File: config.mk
export PLATFORM = sky130hd
export DESIGN_NAME = sn_to_bn
export DESIGN_NICKNAME = d
export VERILOG_FILES = /design/src/rtl/sn_pkg.sv /design/src/rtl/sn_win_cnt.sv /design/src/rtl/sn_to_bn.sv
export SDC_FILE = /design/constraint.sdc
export NUM_CORES = 1
export LEC_CHECK = 0
export BUFFER_PORTS_ARGS = -buffer_cell sky130_fd_sc_hd__buf_2
export CORE_ASPECT_RATIO = 0.5
export CORE_MARGIN = 2
export CORE_UTILIZATION = 40
export CTS_BUF_LIST = sky130_fd_sc_hd__clkbuf_8
export DETAILED_ROUTE_END_ITERATION = 6
export GPL_ROUTABILITY_DRIVEN = 0
export PLACE_DENSITY = 0.53
export SYNTH_ARGS = -nofsm -noshare
export SYNTH_HDL_FRONTEND = slang
export SYNTH_SLANG_ARGS = --single-unit
File: constraint.sdc
create_clock -name i_clk_stb -period 1.8 [get_ports i_clk_stb]
set_input_delay 0.27 -clock i_clk_stb [delete_from_list [all_inputs] [get_ports i_clk_stb]]
set_output_delay 0.27 -clock i_clk_stb [all_outputs]
set_load 0.005 [all_outputs]
File: src/rtl/sn_pkg.sv
// rtl/sn_pkg.sv - shared types and constants for the stochastic-to-binary stage
package sn_pkg;

   // Conversion FSM states
   typedef enum logic [1:0] {
      IDLE = 2'd0,
      SKIP = 2'd1,
      ACC  = 2'd2,
      DONE = 2'd3
   } stb_state_e;

   // Binary width shared with the SNG so both ends agree by default
   localparam int SN_BN_W = 4;

   // Number of samples in one conversion window
   function automatic int win_len(input int win_log2);
      return 1 << win_log2;
   endfunction

endpackage

File: src/rtl/sn_win_cnt.sv
// rtl/sn_win_cnt.sv - window and ones counter; STB_BIPOLAR_EN selects signed up/down accumulation
module sn_win_cnt
   import sn_pkg::*;
#(
   parameter int WIN_LOG2 = 8
) (
   input  logic                       clk,
   input  logic                       rst,
   input  logic                       clr,
   input  logic                       en,
   input  logic                       sn_bit,
`ifdef STB_BIPOLAR_EN
   output logic signed [WIN_LOG2+1:0] acc,
`else
   output logic        [WIN_LOG2:0]   acc,
`endif
   output logic                       done
);

   // Index of the final sample in the window
   localparam logic [WIN_LOG2:0] LAST = (WIN_LOG2+1)'(win_len(WIN_LOG2) - 1);

   logic [WIN_LOG2:0] win_cnt;

   // Count samples taken and accumulate the stream; clear restarts a window
   always_ff @(posedge clk) begin
      if (rst || clr) begin
         win_cnt <= '0;
         acc     <= '0;
      end else if (en) begin
         win_cnt <= win_cnt + 1'b1;
`ifdef STB_BIPOLAR_EN
         acc     <= sn_bit ? acc + 1'b1 : acc - 1'b1;
`else
         acc     <= acc + {{WIN_LOG2{1'b0}}, sn_bit};
`endif
      end
   end

   // The sample being taken this cycle is the last one of the window
   always_comb begin
      done = en && (win_cnt == LAST);
   end

endmodule

File: src/rtl/sn_to_bn.sv
// rtl/sn_to_bn.sv - stochastic bitstream to binary converter; optional STB_BIPOLAR_EN decoding
module sn_to_bn
   import sn_pkg::*;
#(
   parameter int BN_W      = SN_BN_W,
   parameter int WIN_LOG2  = 8,
   parameter int START_DLY = 0
) (
   input  logic            i_clk_stb,
   input  logic            i_rst_stb,
   input  logic            i_sn_bit,
   input  logic            i_start_stb,
   input  logic            i_stop_stb,
   output logic [BN_W-1:0] o_x_bn,
   output logic            o_valid_stb,
   output logic            o_busy_stb
);

   localparam int         DLY_W    = (START_DLY > 1) ? $clog2(START_DLY) : 1;
   localparam logic [DLY_W-1:0] DLY_LAST = DLY_W'((START_DLY > 0) ? START_DLY - 1 : 0);
   localparam int         SH       = WIN_LOG2 - BN_W;
   localparam stb_state_e FIRST_ST = (START_DLY > 0) ? SKIP : ACC;

`ifdef STB_BIPOLAR_EN
   localparam logic signed [WIN_LOG2+1:0] POS_MAX = (WIN_LOG2+2)'((1 << (BN_W-1)) - 1);
   logic signed [WIN_LOG2+1:0] acc;
   logic signed [WIN_LOG2+1:0] acc_sh;
`else
   localparam logic [WIN_LOG2:0] UNI_MAX = (WIN_LOG2+1)'((1 << BN_W) - 1);
   logic [WIN_LOG2:0] acc;
   logic [WIN_LOG2:0] acc_sh;
`endif

   stb_state_e      state;
   stb_state_e      next_state;
   logic [DLY_W-1:0] dly_cnt;
   logic            start_go;
   logic            cnt_clr;
   logic            cnt_en;
   logic            win_done;
   logic            busy_d;
   logic            load;
   logic [BN_W-1:0] x_scaled;

   sn_win_cnt #(
      .WIN_LOG2 (WIN_LOG2)
   ) u_win_cnt (
      .clk    (i_clk_stb),
      .rst    (i_rst_stb),
      .clr    (cnt_clr),
      .en     (cnt_en),
      .sn_bit (i_sn_bit),
      .acc    (acc),
      .done   (win_done)
   );

   // State register
   always_ff @(posedge i_clk_stb) begin
      if (i_rst_stb) begin
         state <= IDLE;
      end else begin
         state <= next_state;
      end
   end

   // Next-state logic; stop beats start, start (re)opens a window from any state
   always_comb begin
      start_go   = i_start_stb && !i_stop_stb;
      next_state = state;
      case (state)
         IDLE: if (start_go) next_state = FIRST_ST;
         SKIP: begin
            if (i_stop_stb)              next_state = IDLE;
            else if (start_go)           next_state = FIRST_ST;
            else if (dly_cnt == DLY_LAST) next_state = ACC;
         end
         ACC: begin
            if (i_stop_stb)    next_state = IDLE;
            else if (start_go) next_state = FIRST_ST;
            else if (win_done) next_state = DONE;
         end
         DONE: next_state = start_go ? FIRST_ST : IDLE;
         default: next_state = IDLE;
      endcase
   end

   // Output decode and result scaling
   always_comb begin
      cnt_clr = start_go;
      cnt_en  = (state == ACC);
      busy_d  = (next_state == SKIP) || (next_state == ACC);
      load    = (state == DONE);
`ifdef STB_BIPOLAR_EN
      acc_sh   = acc >>> (SH + 1);
      x_scaled = (acc_sh > POS_MAX) ? POS_MAX[BN_W-1:0] : acc_sh[BN_W-1:0];
`else
      acc_sh   = acc >> SH;
      x_scaled = (acc_sh > UNI_MAX) ? '1 : acc_sh[BN_W-1:0];
`endif
   end

   // Start-delay counter, running only while in SKIP
   always_ff @(posedge i_clk_stb) begin
      if (i_rst_stb || cnt_clr || state != SKIP) begin
         dly_cnt <= '0;
      end else begin
         dly_cnt <= dly_cnt + 1'b1;
      end
   end

   // Registered outputs: result held between windows, one-cycle valid pulse
   always_ff @(posedge i_clk_stb) begin
      if (i_rst_stb) begin
         o_x_bn      <= '0;
         o_valid_stb <= 1'b0;
         o_busy_stb  <= 1'b0;
      end else begin
         o_valid_stb <= load;
         o_busy_stb  <= busy_d;
         if (load) o_x_bn <= x_scaled;
      end
   end

endmodule

==> results of run 1 <==
-- layout make-up --
type,instances,share of cell area [%]
clock buffer,3,3.12
clock inverter,1,0.284
inverter,7,1.99
multi-input combinational,94,45.3
sequential,27,40.9
tap,37,3.50
timing repair buffer,12,4.92
-- worst max-delay path: stages, from the launching register on --
cell and delay (ns):
dfxtp_1 0.34, ha_1 0.22, ha_1 0.22, nand3b_4 0.12, or4_1 0.52, a21oi_1 0.14
-- cells in the mapped netlist, drive strengths merged --
cell    instances
o31ai           6
a21oi          14
clkbuf          3
and2            2
a211oi          6
nand4b          2
nor2           13
inv             7
buf             3
nor3            4
xnor2           2
or3             5
dfxtp          27
nand2b          1
nor3b           1
nand4           2
and2b           2
nand2           9
o21ai           6
nand3b          2
ha              4
xor2            1
nand3           4
or4             6
a22oi           1
nor2b           1
-- how the worst max path moves through the flow --
stage                  endpoint  slack (ns)              from
3_5_place_dp   u_win_cnt.acc[6]        0.18          i_sn_bit
2_1_floorplan  u_win_cnt.acc[8]        0.29  u_win_cnt.acc[0]
4_1_cts        u_win_cnt.acc[6]        0.17  u_win_cnt.acc[0]
6_report       u_win_cnt.acc[8]        0.19  u_win_cnt.acc[0]
3_3_place_gp   u_win_cnt.acc[6]        0.21          i_sn_bit
5_1_grt        u_win_cnt.acc[6]        0.08  u_win_cnt.acc[0]
-- sequential cells by signal, indices dropped and copies added, names as in the netlist --
register           cells
o_busy_stb             1
state                  2
o_x_bn                 4
dly_cnt                1
u_win_cnt.acc          9
u_win_cnt.win_cnt      9
o_valid_stb            1
-- through the flow --
step / hold WS [ns] / instances / utilization [%] / instance area [um2]
floorplan: 0.343 / 134 / - / 1200
global placement: 0.447 / 177 / 47.0 / 1280
detailed placement: 0.453 / 177 / 47.0 / 1280
CTS: 0.198 / 181 / 48.6 / 1320
global route: 0.207 / 181 / 48.6 / 1320
finish: 0.214 / 181 / 48.6 / 1320
-- cell families (layout without fill, tap and decap cells) --
kind of cell    count (synthesis)  in the layout  synth area share [%]
fa+ha+maj                       4              4                  4.16
compound gates                 33             33                  16.4
buf+inv                        13             23                  5.41
xor+xnor                        3              3                  2.18
flops                          27             27                  44.9
simple gates                   54             54                  26.9
-- where the power goes --
| group | switching [mW] | internal, mW |
|---|---|---|
| clock | 0.179 | 0.153 |
| combinational | 0.0272 | 0.0152 |
| sequential | 0.00433 | 0.602 |
-- metal layers --
metal | vias to the layer above | GRT usage (%) | wire (um)
li1 | 505 | - | -
met1 | 416 | 17.0 | 1180
met2 | 7 | 18.7 | 810
met3 | 2 | 5.74 | 67
met4 | 0 | 1.00 | 8
met5 | - | 0 | 0
==> results.cfg, run 1 <==
[synth]
yosysTopAreaCell = dfxtp_1
syn_inst = 134
syn_area_per_cell_um2 = 8.98
ys_seq_area_share_pct = 44.9
synth.ff_latch_count = 27
synth_area_leaders = dfxtp_1 (45%), a21oi_1 (5.8%), ha_1 (4.2%)
synth.cell_area_um2 = 1200
synth_cell_types = 31
yosysTopAreaCellShare_pct = 44.9
synth_fp_nets = 143
yosysWarningCount = 0

[critical_path]
arrival_ns = 1.82
r2r_slack_ns = 0.19
startpoint_type = flip-flop
r2r_cells = 5
critPathKind = flip-flop to flip-flop
r2r-start = u_win_cnt.acc[0]
worstSetupEndpointType = flip-flop
r2r_end = u_win_cnt.acc[8]
crit_fanout = 7
cp.required_ns = 2.00

[cts]
cts_tree = done
clock-root-buffer = clkbuf_8
cts_num_sinks = 27
holdBufCountCts = 0
clk_path_buf_depth = 2
insertion_delay_ns = 0.26
post_cts_buffers = 0
cts_resized = 0
h-tree-depth = 1
clkSlewWorstSetupHoldPaths_ns = 0.09
numCtsBuffers = 3

[global_route]
grt_max_degree = 21
grt_pass1_wl_um = 3370
grt_overflow = 0
grt_pass1_vias = 755
gr-usage-all-layers_pct = 12.4
antenna_found_initial = 0

[worst_hold_path]
hold-path-cell-count = 2
worstHoldEndpoint = o_busy_stb
hold_path.startpoint = i_stop_stb
hp-class = primary input to flip-flop

[cells_and_area]
mostFrequentLayoutCell = dfxtp_1
fillCellCount = 255
diodes = 0
fin_nets = 154
final_cell_mix = dfxtp_1 (27), a21oi_1 (14), nor2_1 (13), buf_2 (10), nand2_1 (9)
multi_input_area_um2 = 598
area_growth_pct = 9.77
drive_gt1_share_pct = 14.6
layout.area.seq_um2 = 541

[drt]
ant_nets = 0
drc_errors = 0
viasPerCell = 5.14
drt_iter0_drc = 39
routed_wl_um = 2060
drt_pass1_iterations = 4
wl_per_cell_um = 11.4
via_count = 930

[sta]
fin_crit_ns = 1.61
setup_slack_ns = 0.188
drv_slew = 0
setup_viol = 0
max_freq_ghz = 0.620
timing.setup.tns_ns = 0
post-route-period-util_pct = 89.6
skew_ns = 0.00123
rsz0062_at_grt = false
hold_viol_final = 0
tightestPinTransition_ns = 0.323
slew_headroom_pct = 78.5

[run_status]
status = finished, final reports clean

[floorplan]
num_rows = 13
initial_core_util_pct = 44.3
io_pins = 11
die_w_um = 81.6
dieArea_um2 = 3490
core_um2 = 2720
die_y_um = 42.8

[placement]
port_buffers = 10
dp_slack_ns = 0.175
dp_hpwl_um = 1430

[power]
leakage_nw = 0.511
power_per_cell_area_nw_per_um2 = 742
ir_drop_v = 0.000339
power_mw = 0.981

[job]
maxCapViolations = 0
Note: power is estimated with default switching activity, not from simulation.
==> inputs of run 2 (changes only) <==
CELL_PAD_IN_SITES_DETAIL_PLACEMENT = 1   (was not set)
CELL_PAD_IN_SITES_GLOBAL_PLACEMENT = 1   (was not set)
PLACE_DENSITY = 0.67   (was 0.53)
==> results.cfg, run 2 (same netlist as run 1, synthesis figures left out) <==
[sta]
drv_slew = 0
tightestPinTransition_ns = 0.333
slew_headroom_pct = 77.8
max_freq_ghz = 0.611
hold_viol_final = 0
timing.setup.tns_ns = 0
fin_hold_ws_ns = 0.209
setup_slack_ns = 0.164
skew_ns = 0.00296
rsz0062_at_grt = false
post-route-period-util_pct = 90.9
fin_crit_ns = 1.64
setup_viol = 0

[placement]
dp_slack_ns = 0.160
dp_hpwl_um = 1700
port_buffers = 10
dpl_cell_area_um2 = 1280

[power]
p_comb_share_pct = 4.3
ir_drop_v = 0.000366
seqPwrFrac_pct = 61.6
p_clk_share_pct = 34.0
power_switching_mw = 0.215
power_per_cell_area_nw_per_um2 = 745
internal-power_mw = 0.770
leakage_nw = 0.511
swShare_pct = 21.8

[cts]
insertion_delay_ns = 0.27
cts_num_sinks = 27
cts_resized = 0
h-tree-depth = 1
numCtsBuffers = 3
clock-root-buffer = clkbuf_8
post_cts_buffers = 0
clk_path_buf_depth = 2
clkSlewWorstSetupHoldPaths_ns = 0.09
holdBufCountCts = 0
cts_tree = done

[drt]
viasPerCell = 5.25
wl_per_cell_um = 13.1
ant_nets = 0
drt_iter0_drc = 17
drt_pass1_iterations = 2
routed_wl_um = 2380
drc_errors = 0
via_count = 950

[floorplan]
num_rows = 13
dieArea_um2 = 3490
core_um2 = 2720
die_y_um = 42.8
die_w_um = 81.6
initial_core_util_pct = 44.3
io_pins = 11

[global_route]
grt_pass1_wl_um = 4210
grt_pass1_vias = 921
grt_overflow = 0
antenna_found_initial = 0
gr-usage-all-layers_pct = 15.5
grt_max_degree = 21

[cells_and_area]
drive_gt1_share_pct = 14.6
reg_top3 = u_win_cnt.acc: 9 flops, u_win_cnt.win_cnt: 9 flops, o_x_bn: 4 flops
final_cell_mix = dfxtp_1 (27), a21oi_1 (14), nor2_1 (13), buf_2 (10), nand2_1 (9)
postLayoutCoreUtil_pct = 48.6
fin_area_um2 = 1320
fillCellCount = 332
mostFrequentLayoutCell = dfxtp_1
diodes = 0
fin_nets = 154
area_growth_pct = 9.77

[critical_path]
crit_fanout = 7
startpoint_type = flip-flop
cp.required_ns = 2.01
worstSetupEndpointType = flip-flop
critPathKind = flip-flop to flip-flop
arrival_ns = 1.84
r2r_slack_ns = 0.16

[worst_hold_path]
hp-class = primary input to flip-flop

[job]
maxCapViolations = 0

[run_status]
status = finished, final reports clean
==> run 2: cell counts in the layout (fill, tap and decap cells not counted) <==
No cell type changed its count.
==> run 2: cell type report <==
type	instances	area [um2]	share of cell area, %
multi-input combinational	94	598	45.3
sequential	27	541	40.9
timing repair buffer	12	65.1	4.92
tap	37	46.3	3.50
clock buffer	3	41.3	3.12
inverter	7	26.3	1.99
clock inverter	1	3.75	0.284
==> run 2: per-layer routing <==
metal  share of wire [%]  track usage [%]  vias up  wire length [um]
li1                    -                -      501                 -
met1                  51             19.5      439              1220
met2                  45             26.2        8              1070
met3                 3.4             5.74        2                81
met4                0.34             2.00        0                 8
met5                   0                0        -                 0
==> run 2: per-stage QoR <==
step / instances / total power [mW]
2_1_floorplan: 134 / 0.649
3_3_place_gp: 177 / 0.663
3_5_place_dp: 177 / 0.664
4_1_cts: 181 / 1.00
5_1_grt: 181 / 1.04
6_report: 181 / 0.985
==> run 2: path summary, 6_finish.rpt <==
| path | endpoint | cells after the start | from |
|---|---|---|---|
| max | u_win_cnt.acc[6] | 5 | u_win_cnt.acc[0] |
| min | state[0] | 2 | i_stop_stb |
| max reg2reg | u_win_cnt.acc[6] | 5 | u_win_cnt.acc[0] |
| min reg2reg | u_win_cnt.acc[0] | 2 | u_win_cnt.acc[0] |
==> run 2: critical path: stages (launching register included) <==
cell      delay [ns]
dfxtp_1         0.34
ha_1            0.21
ha_1            0.23
nand3b_4        0.12
or4_1           0.52
a21oi_1         0.15
==> run 2: power by group through the flow <==
stage | Sequential [mW] | Clock [mW] | Combinational (mW)
2_1_floorplan | 0.618 | 0 | 0.0309
3_3_place_gp | 0.621 | 0 | 0.0422
3_5_place_dp | 0.621 | 0 | 0.0431
4_1_cts | 0.607 | 0.351 | 0.0433
5_1_grt | 0.608 | 0.381 | 0.0490
6_report | 0.607 | 0.335 | 0.0428
